**src/rtl/lane_mem_lsu.sv**
```systemverilog
// Per-lane load/store sequencer driving mem_dualport; serializes same-address stores in lane order.
// Optional store readback check enabled by defining LANE_MEM_LSU_STORE_VERIFY_EN (adds o_store_err).
module lane_mem_lsu #(
    parameter int LANES      = 4,
    parameter int MEM_DEPTH  = 64,
    parameter int ADDR_WIDTH = $clog2(MEM_DEPTH),
    parameter int DATA_WIDTH = 32
) (
    input  logic                                 clk,
    input  logic                                 rst_n,
    input  logic                                 i_req_valid,
    output logic                                 o_req_ready,
    input  logic                                 i_req_store,
    input  logic [LANES-1:0]                     i_req_mask,
    input  logic [LANES-1:0][ADDR_WIDTH-1:0]     i_req_addr_a,
    input  logic [LANES-1:0][ADDR_WIDTH-1:0]     i_req_addr_b,
    input  logic [LANES-1:0][DATA_WIDTH-1:0]     i_req_wdata,
    output logic [LANES-1:0]                     o_mem_write_en,
    output logic [LANES-1:0][ADDR_WIDTH-1:0]     o_mem_write_addr,
    output logic [LANES-1:0][DATA_WIDTH-1:0]     o_mem_write_data,
    output logic [LANES-1:0][ADDR_WIDTH-1:0]     o_mem_read_addr_a,
    output logic [LANES-1:0][ADDR_WIDTH-1:0]     o_mem_read_addr_b,
    input  logic [LANES-1:0][DATA_WIDTH-1:0]     i_mem_read_data_a,
    input  logic [LANES-1:0][DATA_WIDTH-1:0]     i_mem_read_data_b,
    output logic                                 o_rsp_valid,
    input  logic                                 i_rsp_ready,
    output logic                                 o_rsp_store,
    output logic [LANES-1:0]                     o_rsp_mask,
    output logic [LANES-1:0][DATA_WIDTH-1:0]     o_rsp_data_a,
    output logic [LANES-1:0][DATA_WIDTH-1:0]     o_rsp_data_b,
    output logic                                 o_busy
`ifdef LANE_MEM_LSU_STORE_VERIFY_EN
    ,
    output logic [LANES-1:0]                     o_store_err
`endif
);

    typedef enum logic [2:0] {
        S_IDLE,
        S_LOAD,
        S_STORE,
`ifdef LANE_MEM_LSU_STORE_VERIFY_EN
        S_VERIFY,
`endif
        S_RESP
    } state_t;

    state_t                              r_state;
    state_t                              w_next;
    logic                                r_store;
    logic [LANES-1:0]                    r_mask;
    logic [LANES-1:0]                    r_pend;
    logic [LANES-1:0][ADDR_WIDTH-1:0]    r_addr_a;
    logic [LANES-1:0][ADDR_WIDTH-1:0]    r_addr_b;
    logic [LANES-1:0][DATA_WIDTH-1:0]    r_wdata;
    logic [LANES-1:0][DATA_WIDTH-1:0]    r_rsp_data_a;
    logic [LANES-1:0][DATA_WIDTH-1:0]    r_rsp_data_b;
    logic [LANES-1:0]                    w_issue;

    // A pending lane issues only if no lower pending lane targets the same word this pass.
    always_comb begin
        w_issue = '0;
        for (int i = 0; i < LANES; i++) begin
            w_issue[i] = r_pend[i];
            for (int j = 0; j < i; j++) begin
                if (r_pend[j] && (r_addr_a[j] == r_addr_a[i])) begin
                    w_issue[i] = 1'b0;
                end
            end
        end
    end

`ifdef LANE_MEM_LSU_STORE_VERIFY_EN
    logic [LANES-1:0] r_store_err;
    logic [LANES-1:0] w_err;

    // Only the highest active lane of an address owns the final value, so only it is checked.
    always_comb begin
        w_err = '0;
        for (int i = 0; i < LANES; i++) begin
            w_err[i] = r_mask[i] && (i_mem_read_data_a[i] != r_wdata[i]);
            for (int j = i + 1; j < LANES; j++) begin
                if (r_mask[j] && (r_addr_a[j] == r_addr_a[i])) begin
                    w_err[i] = 1'b0;
                end
            end
        end
    end

    assign o_store_err = r_store_err;
`endif

    always_comb begin
        w_next = r_state;
        case (r_state)
            S_IDLE:   if (i_req_valid) w_next = i_req_store ? S_STORE : S_LOAD;
            S_LOAD:   w_next = S_RESP;
`ifdef LANE_MEM_LSU_STORE_VERIFY_EN
            S_STORE:  if (r_pend == '0) w_next = S_VERIFY;
            S_VERIFY: w_next = S_RESP;
`else
            S_STORE:  if (r_pend == '0) w_next = S_RESP;
`endif
            S_RESP:   if (i_rsp_ready) w_next = S_IDLE;
            default:  w_next = S_IDLE;
        endcase
    end

    always_ff @(posedge clk or negedge rst_n) begin
        if (!rst_n) begin
            r_state      <= S_IDLE;
            r_store      <= 1'b0;
            r_mask       <= '0;
            r_pend       <= '0;
            r_addr_a     <= '0;
            r_addr_b     <= '0;
            r_wdata      <= '0;
            r_rsp_data_a <= '0;
            r_rsp_data_b <= '0;
`ifdef LANE_MEM_LSU_STORE_VERIFY_EN
            r_store_err  <= '0;
`endif
        end else begin
            r_state <= w_next;
            case (r_state)
                S_IDLE: begin
                    if (i_req_valid) begin
                        r_store      <= i_req_store;
                        r_mask       <= i_req_mask;
                        r_pend       <= i_req_store ? i_req_mask : '0;
                        r_addr_a     <= i_req_addr_a;
                        r_addr_b     <= i_req_addr_b;
                        r_wdata      <= i_req_wdata;
                        r_rsp_data_a <= '0;
                        r_rsp_data_b <= '0;
                    end
                end
                S_LOAD: begin
                    for (int i = 0; i < LANES; i++) begin
                        r_rsp_data_a[i] <= r_mask[i] ? i_mem_read_data_a[i] : '0;
                        r_rsp_data_b[i] <= r_mask[i] ? i_mem_read_data_b[i] : '0;
                    end
                end
                S_STORE: r_pend <= r_pend & ~w_issue;
`ifdef LANE_MEM_LSU_STORE_VERIFY_EN
                S_VERIFY: r_store_err <= w_err;
                S_RESP: if (i_rsp_ready) r_store_err <= '0;
`endif
                default: ;
            endcase
        end
    end

    assign o_req_ready       = (r_state == S_IDLE) && rst_n;
    assign o_busy            = (r_state != S_IDLE);
    assign o_mem_write_en    = (r_state == S_STORE) ? w_issue : '0;
    assign o_mem_write_addr  = r_addr_a;
    assign o_mem_write_data  = r_wdata;
    assign o_mem_read_addr_a = r_addr_a;
    assign o_mem_read_addr_b = r_addr_b;
    assign o_rsp_valid       = (r_state == S_RESP);
    assign o_rsp_store       = r_store;
    assign o_rsp_mask        = r_mask;
    assign o_rsp_data_a      = r_rsp_data_a;
    assign o_rsp_data_b      = r_rsp_data_b;

endmodule

```
**config.mk**
```make
export PLATFORM = sky130hd
export DESIGN_NAME = lane_mem_lsu
export DESIGN_NICKNAME = d
export VERILOG_FILES = /design/src/rtl/lane_mem_lsu.sv
export SDC_FILE = /design/constraint.sdc
export NUM_CORES = 1
export LEC_CHECK = 0
export ABC_AREA = 1
export CORE_AREA = 2 2 353 355
export DETAILED_ROUTE_END_ITERATION = 8
export DIE_AREA = 0 0 355 357
export HOLD_SLACK_MARGIN = 0.15
export SYNTH_ARGS = -nofsm -noshare
export SYNTH_HDL_FRONTEND = slang
export SYNTH_SLANG_ARGS = --single-unit
```
**constraint.sdc**
```tcl
create_clock -name clk -period 1.7 [get_ports clk]
set_input_delay 0.425 -clock clk [delete_from_list [all_inputs] [get_ports clk]]
set_output_delay 0.425 -clock clk [all_outputs]
set_load 0.005 [all_outputs]
```
==> results of run 1 <==
## cell type report
cell class | instances | area [µm²]
clock buffers | 79 | 1680
diodes | 10 | 25.0
inverters | 49 | 240
multi-input cells | 1432 | 8820
flip-flops and latches | 443 | 11100
well taps | 1637 | 2050
repair inverters | 1 | 16.3
clock inverters | 26 | 339
repair buffers | 1411 | 14400
fillers | 12519 | 84300
## final timing paths
check / to / slack, ns / depth (start not counted)
worst max-delay path: o_mem_write_en[3] / -0.64 / 8
worst min-delay path: o_mem_write_data[20] / 0.28 / 3
worst max register to register: o_rsp_data_a[78] / -0.33 / 13
worst min register to register: o_mem_write_data[99] / 0.47 / 2
max in group asynchronous: o_rsp_data_a[61] / 0.06 / 4
min in group asynchronous: o_rsp_data_b[69] / 0.76 / 3
## per-layer routing
metal,GRT usage,vias to the layer above
met5,0,-
met4,0.0552,96
met3,0.0745,315
met2,0.289,948
met1,0.193,10568
li1,-,9463
## metrics by stage
| stage | instance area, µm² | cells | setup TNS, ns |
|---|---|---|---|
| global placement | 30700 | 4672 | -106.27 |
| detailed placement | 30700 | 4672 | -118.57 |
| finish | 38700 | 5088 | -63.41 |
| CTS | 34000 | 4961 | -94.43 |
| floorplan | 18300 | 2095 | 0 |
| global route | 38700 | 5079 | -95.77 |
## cell families (layout without fill, tap and decap cells)
kind of cell,count (synthesis),after routing
AO/OA/AOI/OAI,54,54
XOR/XNOR,8,8
adder cells (fa/ha/maj),4,4
buffers and inverters,221,1566
flip-flops,443,443
other,0,10
AND/OR/NAND/NOR,1365,1366
## repair_timing
item                                   4_1_cts  5_1_grt
cloned                                      24       76
pin swaps                                   91      238
resized for setup                         2154      705
setup endpoints to repair                  874      602
endpoints found under the hold margin      249        0
hold buffers                                 1        0
buffers inserted                           164       76
## state kept, by name, indices dropped and copies added, names as in the netlist
register	count
r_state	2
o_rsp_mask	4
o_rsp_data_b	128
o_rsp_data_a	128
o_mem_read_addr_a	24
o_rsp_store	1
o_mem_write_data	128
r_pend	4
o_mem_read_addr_b	24
## layout by cell type (no fill, tap or decap), types with 4 or more instances in the layout
| master | synthesis | layout |
|---|---|---|
| nand2_1 | 811 | 670 |
| clkdlybuf4s50_1 | 0 | 439 |
| dfrtp_1 | 443 | 427 |
| buf_2 | 88 | 337 |
| nand3_2 | 0 | 286 |
| buf_4 | 28 | 223 |
| nand3_1 | 517 | 196 |
| buf_6 | 0 | 175 |
| clkbuf_16 | 0 | 114 |
| nand2_2 | 2 | 108 |
| buf_12 | 0 | 61 |
| buf_16 | 0 | 41 |
| buf_8 | 0 | 41 |
| nand3_4 | 0 | 35 |
| nand2_4 | 0 | 31 |
| clkdlybuf4s15_1 | 0 | 28 |
| inv_1 | 43 | 24 |
| nor2_1 | 26 | 20 |
| o21ai_0 | 39 | 19 |
| inv_2 | 6 | 18 |
| dfrtp_2 | 0 | 16 |
| clkbuf_8 | 0 | 13 |
| o21ai_1 | 0 | 11 |
| diode_2 | 0 | 10 |
| o21ai_2 | 0 | 8 |
| clkbuf_1 | 27 | 7 |
| clkinv_2 | 0 | 7 |
| clkbuf_2 | 0 | 7 |
| nor2_2 | 0 | 6 |
| clkinv_4 | 0 | 6 |
| bufinv_16 | 0 | 6 |
| xnor2_1 | 8 | 5 |
| nand2_8 | 0 | 5 |
| a21oi_1 | 5 | 4 |
| nor3_2 | 0 | 4 |
| ha_4 | 0 | 4 |
| clkinvlp_4 | 0 | 4 |
## worst register-to-register path, stage by stage (launching register included)
cell and delay [ns]:
dfrtp_1 0.41, inv_2 0.10, buf_6 0.10, buf_6 0.09
ha_4 0.13, buf_6 0.11, nand2_8 0.08, buf_12 0.14
buf_16 0.15, buf_16 0.20, buf_12 0.14, buf_16 0.13
nand3_2 0.06, nand2_1 0.07
## power groups by stage
stage	clock, W	combinational [W]	sequential (W)
global placement	0	0.0266	0.0169
detailed placement	0	0.0267	0.0170
finish	0.0132	0.0396	0.0174
CTS	0.0136	0.0307	0.0169
global route	0.0140	0.0418	0.0178
floorplan	0	0.00866	0.0171
==> impl_metrics.py, run 1 <==
metrics = {
    "hold_path": {
        "min_path_type": "primary input to flip-flop",
        "worstHoldStart": "i_req_wdata[20]",
    },
    "logic_synthesis": {
        "ys_types": 22,
        "syn-cell-area_mm2": 0.0183,
        "yosysWarnings": 0,
        "synthXorXnorAreaFrac": 0.00382,
        "yosys.area.top_type_share": 0.605,
        "syn_inst": 2095,
        "synth_area_leaders": "dfrtp_1, nand2_1, nand3_1",
        "ys_ff_latch": 443,
        "synth_compound_area_frac": 0.0158,
        "synth_fp_nets": 2540,
        "async_reset_ff_frac": 1.00,
        "ys_top_cells_by_count": "nand2_1, nand3_1, dfrtp_1",
        "avgSynthCellArea_um2": 8.75,
        "synth-simple-area-share": 0.316,
        "ys.flop_type": "dfrtp_1",
        "synth_top_area_cell": "dfrtp_1",
        "synth_top_family_by_area": "simple AND/OR/NAND/NOR gates",
        "synth.most_common_cell": "nand2_1",
        "ys_seq_area_frac": 0.605,
        "synth.area.mux_share": 0,
        "synth_edf_count": 0,
        "synthAdderAreaFrac": 0.00273,
    },
    "grt": {
        "grt_max_degree": 136,
        "grt_pass1_wl_mm": 155,
        "track_usage": 0.171,
        "grt_pass1_vias": 20136,
        "antenna_found_initial": 65,
        "overflow": 0,
    },
    "clock_tree": {
        "tritoncts": "yes",
        "cts_inserted_buffers": 58,
        "cts.clk_slew.worst_paths_ns": 0.06,
        "clockRootBuffer": "clkbuf_16",
        "htree_levels": 2,
        "clock_path_buffers": 3,
        "clk_latency_ns": 0.68,
        "clkSinkCount": 443,
    },
    "die": {
        "rows": 129,
        "die_w_um": 355,
        "io_pins": 909,
        "core_area_mm2": 0.123,
        "dieArea_mm2": 0.127,
        "initial_core_util": 0.149,
        "die_h_um": 357,
    },
    "worst_setup_path": {
        "reg2reg_from": "r_state[1]",
        "cp_cell_sequence": "buf_4 > xnor2_1 > nand3_1 > nor2_2 > nor2_1 > nand2_1 > nor2_2 > buf_2",
        "cp.required_ns": 1.27,
        "critical_path.max_stage_delay_ns": 0.45,
        "path_class": "flip-flop to primary output",
        "crit_arrival_ns": 1.92,
        "worst_path_dominant_cell_family": "simple AND/OR/NAND/NOR gates",
        "crit_top_cell": "nor2_2",
        "crit_path_top_delay_cell": "dfrtp_2",
        "path_max_fanout": 5,
        "start_kind": "flip-flop",
        "setup.worst_path.start": "o_mem_read_addr_a[18]",
        "endpoint_kind": "primary output",
        "crit_buf_inv": 2,
    },
    "drt": {
        "top_layer_used": "met5",
        "vias": 21390,
        "finalWirelength_mm": 129,
        "vias_per_cell": 4.20,
        "dr_wl_met3_mm": 12.3,
        "drt_pre_antenna_iters": 8,
        "ant_nets": 0,
        "drcViolationCount": 0,
        "dr_wl_met2_mm": 63.5,
        "avgRoutedWirePerCell_um": 25.3,
        "m1WireLength_mm": 47.1,
        "dr.first_iter.drc_count": 1599,
    },
    "power_and_ir_drop": {
        "clkPwrFrac": 0.188,
        "powerDensity_mw_per_mm2": 1810,
        "cell_internal_pwr_w": 0.0425,
        "combPwrFrac": 0.564,
        "p_switching_w": 0.0277,
        "seqPwrFrac": 0.248,
        "p_total_w": 0.0702,
        "leakage_nw": 19.1,
        "max-vdd-ir-drop_mv": 0.857,
        "p_sw_frac": 0.395,
    },
    "timing": {
        "rsz0062_at_grt": "yes",
        "finalCriticalPeriod_ns": 2.34,
        "slew_headroom": 0.542,
        "maxClockFrequency_mhz": 427,
        "tightest_slew_ns": 0.686,
        "worst_slack_ns": -0.643,
        "setup_viol": 456,
        "final-max-slew-violation-count": 0,
        "hold_viol": 0,
        "whs_ns": 0.278,
        "period_share": 1.38,
        "fin_skew_ns": 0.0349,
    },
    "placement": {
        "gp_congestion": 0.882,
        "dp_slack_ns": -0.408,
        "dp.final_hpwl_mm": 82.6,
        "portBuffers": 908,
    },
    "run": {
        "cap_violations": 0,
    },
    "status": {
        "status": "finished, violations left",
        "failed_checks": "negative setup slack",
    },
    "cells_and_area": {
        "drive_above_1_share": 0.459,
        "syn_to_final_growth_pct": 111,
        "fin_util": 0.315,
        "nets": 3841,
    },
}
Note: power is estimated with default switching activity, not from simulation.
==> run 2: changes to the inputs <==
Settings changed: CAP_MARGIN set to 15.
==> results of run 2 <==
No change in the layout: final DEF, timing and power equal those of run 1.
